File: config.mk
export PLATFORM = sky130hd
export DESIGN_NAME = input_conditioner
export DESIGN_NICKNAME = d
export VERILOG_FILES = /design/src/rtl/incond_pkg.sv /design/src/rtl/input_conditioner_db_cell.sv /design/src/rtl/input_conditioner.sv
export SDC_FILE = /design/constraint.sdc
export NUM_CORES = 1
export LEC_CHECK = 0
export ABC_AREA = 0
export BUFFER_PORTS_ARGS = -buffer_cell sky130_fd_sc_hd__buf_2
export CORE_MARGIN = 3
export CORE_UTILIZATION = 60
export DETAILED_ROUTE_END_ITERATION = 10
export PLACE_DENSITY_LB_ADDON = 0.08
export RECOVER_POWER = 50
export SLEW_MARGIN = 20
export SYNTH_ARGS = -nofsm -noshare
export SYNTH_HDL_FRONTEND = slang
export SYNTH_SLANG_ARGS = --single-unit
File: constraint.sdc
create_clock -name clk -period 13.9 [get_ports clk]
set_clock_uncertainty 0.05 [all_clocks]
set_input_delay 0.695 -clock clk [delete_from_list [all_inputs] [get_ports clk]]
set_output_delay 0.695 -clock clk [all_outputs]
set_load 0.01 [all_outputs]
File: src/rtl/incond_pkg.sv
// Shared defaults and helpers for the keypad/switch input conditioner.
package incond_pkg;
  localparam int DEF_ROWS       = 5;
  localparam int DEF_COLS       = 5;
  localparam int DEF_NSW        = 16;
  localparam int DEF_DWELL_BITS = 8;
  localparam int DEF_KEY_DB     = 4;
  localparam int DEF_SW_DB_BITS = 16;
  localparam int DEF_REP_DELAY  = 32;
  localparam int DEF_REP_RATE   = 8;

  // Width needed to encode n distinct values, never less than one bit.
  function automatic int code_w(input int n);
    return (n <= 2) ? 1 : $clog2(n);
  endfunction
endpackage

File: src/rtl/input_conditioner_db_cell.sv
// Counter debouncer: the state flips after THRESH consecutive enabled samples that differ from it.
module db_cell #(
  parameter int THRESH = 4
) (
  input  logic clk,
  input  logic rst,
  input  logic i_en,
  input  logic i_din,
  output logic o_state
);
  localparam int CW = $clog2(THRESH + 1);

  logic [CW-1:0] r_cnt;
  logic          r_state;

  always_ff @(posedge clk or posedge rst) begin
    if (rst) begin
      r_cnt   <= '0;
      r_state <= 1'b0;
    end else if (i_en) begin
      if (i_din == r_state) begin
        r_cnt <= '0;
      end else if (r_cnt == CW'(THRESH - 1)) begin
        r_cnt   <= '0;
        r_state <= i_din;
      end else begin
        r_cnt <= r_cnt + 1'b1;
      end
    end
  end

  assign o_state = r_state;
endmodule

File: src/rtl/input_conditioner.sv
// Keypad column scanner, key/switch debouncing and a one-deep press-event register.
// Define INCOND_REPEAT_EN to add auto-repeat of the most recently pressed key.
module input_conditioner
  import incond_pkg::*;
#(
  parameter  int ROWS       = DEF_ROWS,
  parameter  int COLS       = DEF_COLS,
  parameter  int NSW        = DEF_NSW,
  parameter  int DWELL_BITS = DEF_DWELL_BITS,
  parameter  int KEY_DB     = DEF_KEY_DB,
  parameter  int SW_DB_BITS = DEF_SW_DB_BITS,
  parameter  int REP_DELAY  = DEF_REP_DELAY,
  parameter  int REP_RATE   = DEF_REP_RATE,
  localparam int NKEY       = ROWS * COLS,
  localparam int CODE_W     = code_w(ROWS * COLS)
) (
  input  logic              clk,
  input  logic              rst,
  input  logic [NSW-1:0]    sw_in,
  output logic [COLS-1:0]   key_col,
  input  logic [ROWS-1:0]   key_row,
  output logic [NSW-1:0]    sw_ok,
  output logic [NKEY-1:0]   key_ok,
  output logic              evt_valid,
  output logic [CODE_W-1:0] evt_code,
  input  logic              evt_ready,
  output logic              evt_drop
);
  localparam int COL_W = code_w(COLS);

  logic [COL_W-1:0]      r_col;
  logic [DWELL_BITS-1:0] r_dwell;
  logic                  w_sample;

  assign w_sample = &r_dwell;

  always_ff @(posedge clk or posedge rst) begin
    if (rst) begin
      r_col   <= '0;
      r_dwell <= '0;
    end else begin
      r_dwell <= r_dwell + 1'b1;
      if (w_sample) r_col <= (r_col == COL_W'(COLS - 1)) ? '0 : r_col + 1'b1;
    end
  end

  always_comb begin
    for (int c = 0; c < COLS; c++) key_col[c] = (r_col != COL_W'(c));
  end

  // Rows only settle late in the dwell, so each key is sampled on the last dwell cycle of its column.
  for (genvar k = 0; k < NKEY; k++) begin : g_key
    db_cell #(.THRESH(KEY_DB)) u_db (
      .clk     (clk),
      .rst     (rst),
      .i_en    (w_sample && (r_col == COL_W'(k % COLS))),
      .i_din   (~key_row[k / COLS]),
      .o_state (key_ok[k])
    );
  end

  for (genvar s = 0; s < NSW; s++) begin : g_sw
    db_cell #(.THRESH(1 << SW_DB_BITS)) u_db (
      .clk     (clk),
      .rst     (rst),
      .i_en    (1'b1),
      .i_din   (sw_in[s]),
      .o_state (sw_ok[s])
    );
  end

  function automatic logic [CODE_W-1:0] f_lowest(input logic [NKEY-1:0] v);
    f_lowest = '0;
    for (int k = NKEY - 1; k >= 0; k--) if (v[k]) f_lowest = CODE_W'(k);
  endfunction

  logic [NKEY-1:0] r_key_prev;
  logic [NKEY-1:0] w_rise;
  logic [NKEY-1:0] w_req;

  assign w_rise = key_ok & ~r_key_prev;

`ifdef INCOND_REPEAT_EN
  logic              r_rep_act;
  logic              r_rep_first;
  logic [CODE_W-1:0] r_rep_code;
  logic [15:0]       r_rep_cnt;
  logic [15:0]       w_rep_lim;
  logic              w_frame_end;
  logic              w_rep_fire;

  assign w_frame_end = w_sample && (r_col == COL_W'(COLS - 1));
  assign w_rep_lim   = r_rep_first ? 16'(REP_DELAY - 1) : 16'(REP_RATE - 1);
  assign w_rep_fire  = r_rep_act && key_ok[r_rep_code] && w_frame_end && (r_rep_cnt == w_rep_lim);
  assign w_req       = w_rise | (w_rep_fire ? (NKEY'(1) << r_rep_code) : '0);

  always_ff @(posedge clk or posedge rst) begin
    if (rst) begin
      r_rep_act   <= 1'b0;
      r_rep_first <= 1'b0;
      r_rep_code  <= '0;
      r_rep_cnt   <= '0;
    end else if (|w_rise) begin
      r_rep_act   <= 1'b1;
      r_rep_first <= 1'b1;
      r_rep_code  <= f_lowest(w_rise);
      r_rep_cnt   <= '0;
    end else if (r_rep_act && !key_ok[r_rep_code]) begin
      r_rep_act <= 1'b0;
    end else if (r_rep_act && w_frame_end) begin
      if (r_rep_cnt == w_rep_lim) begin
        r_rep_cnt   <= '0;
        r_rep_first <= 1'b0;
      end else begin
        r_rep_cnt <= r_rep_cnt + 1'b1;
      end
    end
  end
`else
  logic w_unused_rep;
  assign w_unused_rep = (REP_DELAY + REP_RATE) != 0;
  assign w_req        = w_rise;
`endif

  logic              r_valid;
  logic [CODE_W-1:0] r_code;
  logic              r_drop;
  logic              w_any;
  logic              w_multi;
  logic              w_can_load;

  assign w_any      = |w_req;
  assign w_multi    = |(w_req & (w_req - NKEY'(1)));
  assign w_can_load = !r_valid || evt_ready;

  // Several requests in one cycle collapse into a single drop pulse.
  always_ff @(posedge clk or posedge rst) begin
    if (rst) begin
      r_key_prev <= '0;
      r_valid    <= 1'b0;
      r_code     <= '0;
      r_drop     <= 1'b0;
    end else begin
      r_key_prev <= key_ok;
      r_drop     <= w_any && (!w_can_load || w_multi);
      if (w_any && w_can_load) begin
        r_valid <= 1'b1;
        r_code  <= f_lowest(w_req);
      end else if (evt_ready) begin
        r_valid <= 1'b0;
      end
    end
  end

  assign evt_valid = r_valid;
  assign evt_code  = r_code;
  assign evt_drop  = r_drop;
endmodule

==> run_results.csv, run 1 <==
group,metric,value,unit
clock_network,hold_buffers,0,
power,p_clk_frac,0.473,
power,pwr-share-seq,0.498,
drt,wl_per_cell,13.9,um
floorplanning,fp.dieW,189,um
sta,slew_headroom,-3.19,
grt,grt_use_met3,0.0263,
hold_path,worst_hold_path_type,"in2reg",
synth,synth_edf_count,0,
clock_network,clockBufferDepth,3,
outcome,violations,"max-capacitance violations, max-slew violations",
cells_and_area,final_util,0.670,
sta,hold_viol_final,0,
synth,yosysUniqueCellTypes,62,
cells_and_area,drive_gt1_frac,0.0756,
synth,syn_area,0.0201,sq mm
grt,use_met2,0.325,
sta,finalWorstSetupSlack,8690,ps
cells_and_area,layout.nets,2086,
drt,drt_first_pass_iters,4,
sta,finalCritPeriodShare,0.375,
critical_path,critPathRequiredTime,14540,ps
placement,dp_hpwl,22900,um
sta,setup_viol,0,
synth,syn_inst,1969,
synth,synthArstFlopShare,1.00,
critical_path,reg2reg_slack,11270,ps
grt,top_usage_layer,"met2",
cells_and_area,final.fill_count,2591,
drt,wirelength,34700,um
power,p_leak,9.94,nW
clock_network,cts_tree,"built",
clock_network,insertion_delay,530,ps
drt,routed_via_density,5.30,
sta,setup_tns,0,ps
synth,ys.flop_type,"dfrtp_1",
critical_path,worstPathMaxFanout,142,
power,pwr-share-comb,0.029,
synth,yosys_warnings,0,
drt,vias,13200,
floorplanning,start_util,0.612,
power,ir_worst_vdd,0.0910,mV
sta,slew_violations,143,
clock_network,htreeDepth,2,
sta,max_freq,192,MHz
placement,io_buffer_count,76,
grt,antenna_found_initial,0,
critical_path,start_kind,"primary input",
outcome,status,"complete, but fails checks",
clock_network,clkTransAtPathRegs,60,ps
grt,grt_util_met1,0.291,
grt,grt_pass1_wl,60900,um
clock_network,postCtsSetupBuffers,0,
floorplanning,die_y,189,um
sta,min_period,5210,ps
floorplanning,die_area,0.0357,sq mm
sta,rsz0062_at_grt,"false",
critical_path,arrival,5850,ps
power,switching_power,0.542,mW
synth,synth-xor-area-share,0.118,
critical_path,crit_type,"in2async",
drt,drc,0,
cells_and_area,diodes,0,
floorplanning,rows,66,
synth,synth_seq_cells,431,
synth,synth.area.mux_share,0.00898,
power,swShare,0.211,
drt,drtAntennaViolNets,0,
floorplanning,io_pins,77,
grt,grt_max_degree,143,
floorplanning,coreArea,0.0328,sq mm
sta,tightest_slew,6250,ps
synth,synth-simple-area-share,0.222,
clock_network,cts_root_buf,"clkbuf_16",
synth,synth_top_family_by_area,"simple AND/OR/NAND/NOR gates",
clock_network,clkSinkCount,431,
synth,syn_nets,2040,
placement,dp_cells,2408,
job,cap_viol_max_count,1,
synth,syn_area_per_cell,10.2,sq um
synth,synth_compound_area_frac,0.0510,
synth,synth_adder_area_share,0.0303,
critical_path,crit_path_end_kind,"asynchronous set/reset pin",
placement,dpl_worst_slack,11170,ps
grt,grt_usage,0.200,
clock_network,cts_resized,0,
placement,gp_congestion,0.890,
clock_network,cts_buffers,46,
grt,grt_pass1_vias,13100,
cells_and_area,instances_no_fill,2491,
cells_and_area,syn2layout_area_growth,9.47,%
power,p_int,2.02,mW
grt,overflow,0,
drt,drt_iter0_drc,670,
power,power_density,117,mW/mm^2
synth,yosysSeqAreaShare,0.537,
==> per-layer routing <==
layer / routed length, um / part of all wire
met5: 0 / 0
met4: 567 / 0.016
met3: 1120 / 0.032
met2: 15900 / 0.46
met1: 17100 / 0.49
==> area by class of cell <==
type | count | area [sq um] | share of cell area
Clock inverter | 16 | 164 | 0.00746
Timing Repair Buffer | 81 | 382 | 0.0174
Inverter | 30 | 114 | 0.00518
Tap cell | 442 | 553 | 0.0252
Multi-Input combinational cell | 1425 | 8610 | 0.392
Sequential cell | 431 | 10800 | 0.491
Clock buffer | 66 | 1370 | 0.0622
==> critical path: stages <==
cell        delay (ps)
buf_2              100
clkinvlp_2        3440
clkbuf_1          1110
buf_16             350
==> per-stage QoR <==
step / hold slack (ps) / total power [mW] / area [sq um]
after floorplan: 368 / 1.36 / 20100
after global placement: 393 / 1.37 / 20500
after detailed placement: 404 / 1.38 / 20500
after CTS: 344 / 2.60 / 22000
after global routing: 355 / 2.67 / 22000
final: 372 / 2.57 / 22000
==> placed cells by master (no fill, tap or decap), drive strengths merged, types with 45 or more instances in the layout <==
master / Yosys / layout
nor2: 350 / 350
nand2b: 45 / 45
o21ai: 73 / 73
and3: 59 / 59
clkbuf: 10 / 112
nand2: 185 / 185
xor2: 159 / 159
nand3: 151 / 151
xnor2: 111 / 111
dfrtp: 431 / 431
ha: 47 / 47
==> kinds of logic after synthesis <==
group | Yosys count
DFF | 431
AOI/OAI and AO/OA | 158
xor gates and xnor gates | 270
muxes | 16
buffers and inverters | 113
and+or+nand+nor | 932
adders and majority gates | 49
==> state kept, by name, indices dropped and copies added (netlist names) <==
| register | count |
|---|---|
| evt_code | 5 |
| g_key.u_db.o_state | 25 |
| r_key_prev | 25 |
| r_dwell | 8 |
| r_col | 3 |
| g_sw.u_db.r_cnt | 272 |
| g_sw.u_db.o_state | 16 |
| evt_valid | 1 |
| g_key.u_db.r_cnt | 75 |
| evt_drop | 1 |
==> synthesized netlist by cell type, types with 6 or more instances <==
library cell  instances  area share
and3b_1               6      0.0026
mux2_2               16      0.0090
nand4_1              36       0.011
o21a_1               16      0.0060
nand2b_1             45       0.014
and4_1               14      0.0061
xor2_1              159       0.069
clkbuf_1             10      0.0019
buf_4                50       0.019
nor2b_1              41       0.013
o21ai_2              10      0.0044
buf_2                22      0.0055
ha_1                 47       0.029
o31ai_1              29       0.011
nand2_1             184       0.034
a21boi_0              9      0.0034
nand3_1             149       0.037
a21oi_1              15      0.0037
inv_1                29      0.0054
and2_1               14      0.0044
or2_2                 7      0.0022
and3_1               59       0.018
o21ai_0              58       0.014
nor2_1              349       0.065
xnor2_1             111       0.048
dfrtp_1             431        0.54
==> worst paths after layout <==
path / cells after the start / endpoint / start
worst max-delay path: 4 / g_sw[10].u_db.r_cnt[1] / rst
worst min-delay path: 2 / g_sw[9].u_db.o_state / sw_in[9]
worst max register to register: 7 / g_key[21].u_db.o_state / r_dwell[0]
worst min register to register: 0 / r_key_prev[17] / g_key[17].u_db.o_state
max in group clk: 7 / g_key[21].u_db.o_state / r_dwell[0]
min in group asynchronous: 2 / g_sw[3].u_db.r_cnt[13] / rst
==> power by group through the flow <==
stage                     Combinational, mW  Sequential (mW)  Clock (mW)
final                                0.0739             1.28        1.21
after global routing                 0.0870             1.28        1.30
after CTS                            0.0763             1.28        1.25
after detailed placement             0.0759             1.30           0
after global placement               0.0743             1.30           0
after floorplan                      0.0574             1.30           0
(Power assumes the default switching activity.)
==> run 2: changes to the inputs <==
Settings changed: CORE_UTILIZATION 60 to 56.
Clock period 13.9 ns to 4.2 ns, I/O delays scaled along.
==> run 2 against run 1 <==
- the run still ends with max-capacitance violations, max-slew violations left
- register-to-register slack lost 9800 ps
- first-iteration DRC count is 24% lower
- utilization decreased by 3.8 points
- flip-flop and latch count stayed put
- die area grew 6.9%
- via count is 0.39% higher
- hold slack got worse by 340 ps
- combinational power increased to 3.5 times the previous value
- largest power group unchanged
==> run_results.csv, run 2 (synthesized netlist as in run 1, its figures left out) <==
group,metric,value,unit
outcome,status,"complete, but fails checks",
outcome,violations,"max-capacitance violations, max-slew violations",
power,fin_total_pwr,8.42,mW
clock_network,clockBufferDepth,3,
drt,wirelength,34700,um
placement,gp_congestion,0.845,
drt,drt_first_pass_iters,5,
floorplanning,fp.dieW,195,um
critical_path,r2r_cells,7,
cells_and_area,largest_reg_flops,272,
drt,drt_iter0_drc,510,
floorplanning,die_area,0.0381,sq mm
power,swShare,0.212,
power,pwr-share-seq,0.502,
critical_path,r2r_end,"g_key[11].u_db.o_state",
critical_path,worstPathMaxFanout,109,
grt,overflow,0,
cells_and_area,top_register,"g_sw.u_db.r_cnt",
drt,drtAntennaViolNets,0,
power,p_int,6.64,mW
grt,grt_usage,0.183,
sta,tightest_slew,1720,ps
placement,dp_hpwl,22600,um
cells_and_area,reg.largest.list,"g_sw.u_db.r_cnt: 272 flops, g_key.u_db.r_cnt: 75 flops",
sta,min_period,2920,ps
clock_network,postCtsSetupBuffers,0,
grt,grt_pass1_vias,13100,
cells_and_area,layout_commonest_cell,"dfrtp_1",
clock_network,insertion_delay,540,ps
floorplanning,rows,68,
cells_and_area,layout.nets,2102,
drt,drc,0,
critical_path,arrival,3260,ps
clock_network,cts_buffers,45,
drt,vias,13300,
drt,maxUsedRoutingLayer,"met4",
clock_network,cts_root_buf,"clkbuf_16",
drt,dr_wl_met2,16300,um
critical_path,reg2reg_slack,1500,ps
floorplanning,start_util,0.574,
power,p_clk_frac,0.468,
grt,antenna_found_initial,0,
drt,dr_wl_met3,1140,um
drt,routed_via_density,5.26,
sta,slew_violations,40,
power,p_leak,10.0,nW
placement,io_buffer_count,76,
hold_path,worst_hold_path_type,"in2reg",
hold_path,worst_hold_path.endpoint,"evt_valid",
clock_network,cts_tree,"built",
power,power_density,381,mW/mm^2
placement,dp_cells,2422,
clock_network,clkTransAtPathRegs,60,ps
grt,grt_pass1_wl,60500,um
cells_and_area,drive_gt1_frac,0.0746,
sta,hold_viol_final,0,
power,ir_worst_vdd,0.342,mV
drt,wl_per_cell,13.8,um
sta,finalCritPeriodShare,0.695,
critical_path,crit_path_end_kind,"asynchronous set/reset pin",
cells_and_area,syn2layout_area_growth,10.2,%
sta,rsz0062_at_grt,"false",
drt,drt-met1-wl,16600,um
critical_path,critPathRequiredTime,4540,ps
grt,grt_max_degree,110,
hold_path,min_from,"evt_ready",
power,pwr-share-comb,0.030,
cells_and_area,diodes,0,
job,cap_viol_max_count,1,
floorplanning,die_y,195,um
clock_network,htreeDepth,2,
sta,setup_viol,0,
sta,fin_hold_ws,31.1,ps
critical_path,start_kind,"primary input",
floorplanning,coreArea,0.0350,sq mm
critical_path,crit_type,"in2async",
sta,max_freq,343,MHz
cells_and_area,most-common-layout-cells,"431 x dfrtp_1, 349 x nor2_1, 184 x nand2_1",
sta,slew_headroom,-0.153,
cells_and_area,instances_no_fill,2518,
critical_path,reg2reg_from,"r_dwell[0]",
floorplanning,io_pins,77,
cells_and_area,final.fill_count,2850,
hold_path,holdPathStages,3,
power,switching_power,1.78,mW
clock_network,clkSinkCount,431,
## run 2: cell count changes in the layout (fill, tap and decap cells not counted), sizes merged
cell,previous run,this run
clkinv,11,9
dlygate4sd3,0,17
clkbuf,112,119
clkinvlp,3,2
buf,35,29
bufinv,3,2
## run 2: timing repair
action	in CTS	in global routing
gates resized for setup	0	0
hold buffers	17	0
hold endpoints to repair	80	0
## run 2: through the flow
stage | worst slack [ps] | area [sq um] | util | setup TNS (ps)
floorplan | -1880 | 20100 | - | -810010
global placement | 1570 | 20600 | 0.588 | 0
detailed placement | 1530 | 20600 | 0.588 | 0
CTS | 1440 | 22200 | 0.636 | 0
global route | 737 | 22100 | 0.633 | 0
finish | 1280 | 22100 | 0.633 | 0
## run 2: layer usage
layer,GRT usage,up-vias
met3,0.0290,53
met2,0.306,143
met1,0.256,6415
met5,0,-
li1,-,6639
met4,0.0436,0
## run 2: cell type report
type	instances	area, sq um	area share
Timing Repair Buffer	98	537	0.0243
Inverter	30	114	0.00515
Clock buffer	67	1370	0.0620
Clock inverter	12	116	0.00526
Tap cell	455	569	0.0257
Sequential cell	431	10800	0.488
Multi-Input combinational cell	1425	8630	0.390
## run 2: worst max-delay path by stage
stage | startpoint | to | slack, ps | cells past startpoint
final | rst | r_key_prev[16] | 1280 | 4
after global placement | r_dwell[0] | g_key[1].u_db.o_state | 1570 | 7
after detailed placement | r_dwell[0] | g_key[16].u_db.o_state | 1530 | 7
after floorplan | rst | evt_code[0] | -1880 | 1
after global routing | rst | g_key[1].u_db.r_cnt[0] | 740 | 4
after CTS | r_dwell[0] | g_key[11].u_db.o_state | 1440 | 7
## run 2: power groups by stage
stage	registers (mW)	logic, mW	clock network (mW)
floorplan	4.30	0.190	0
CTS	4.23	0.272	4.06
global route	4.23	0.299	4.22
finish	4.23	0.255	3.94
global placement	4.30	0.254	0
detailed placement	4.30	0.258	0
## run 2: critical path, stage by stage
cell and delay [ps]:
dlygate4sd3_1 540, buf_2 120, clkinvlp_2 990, clkbuf_4 1330
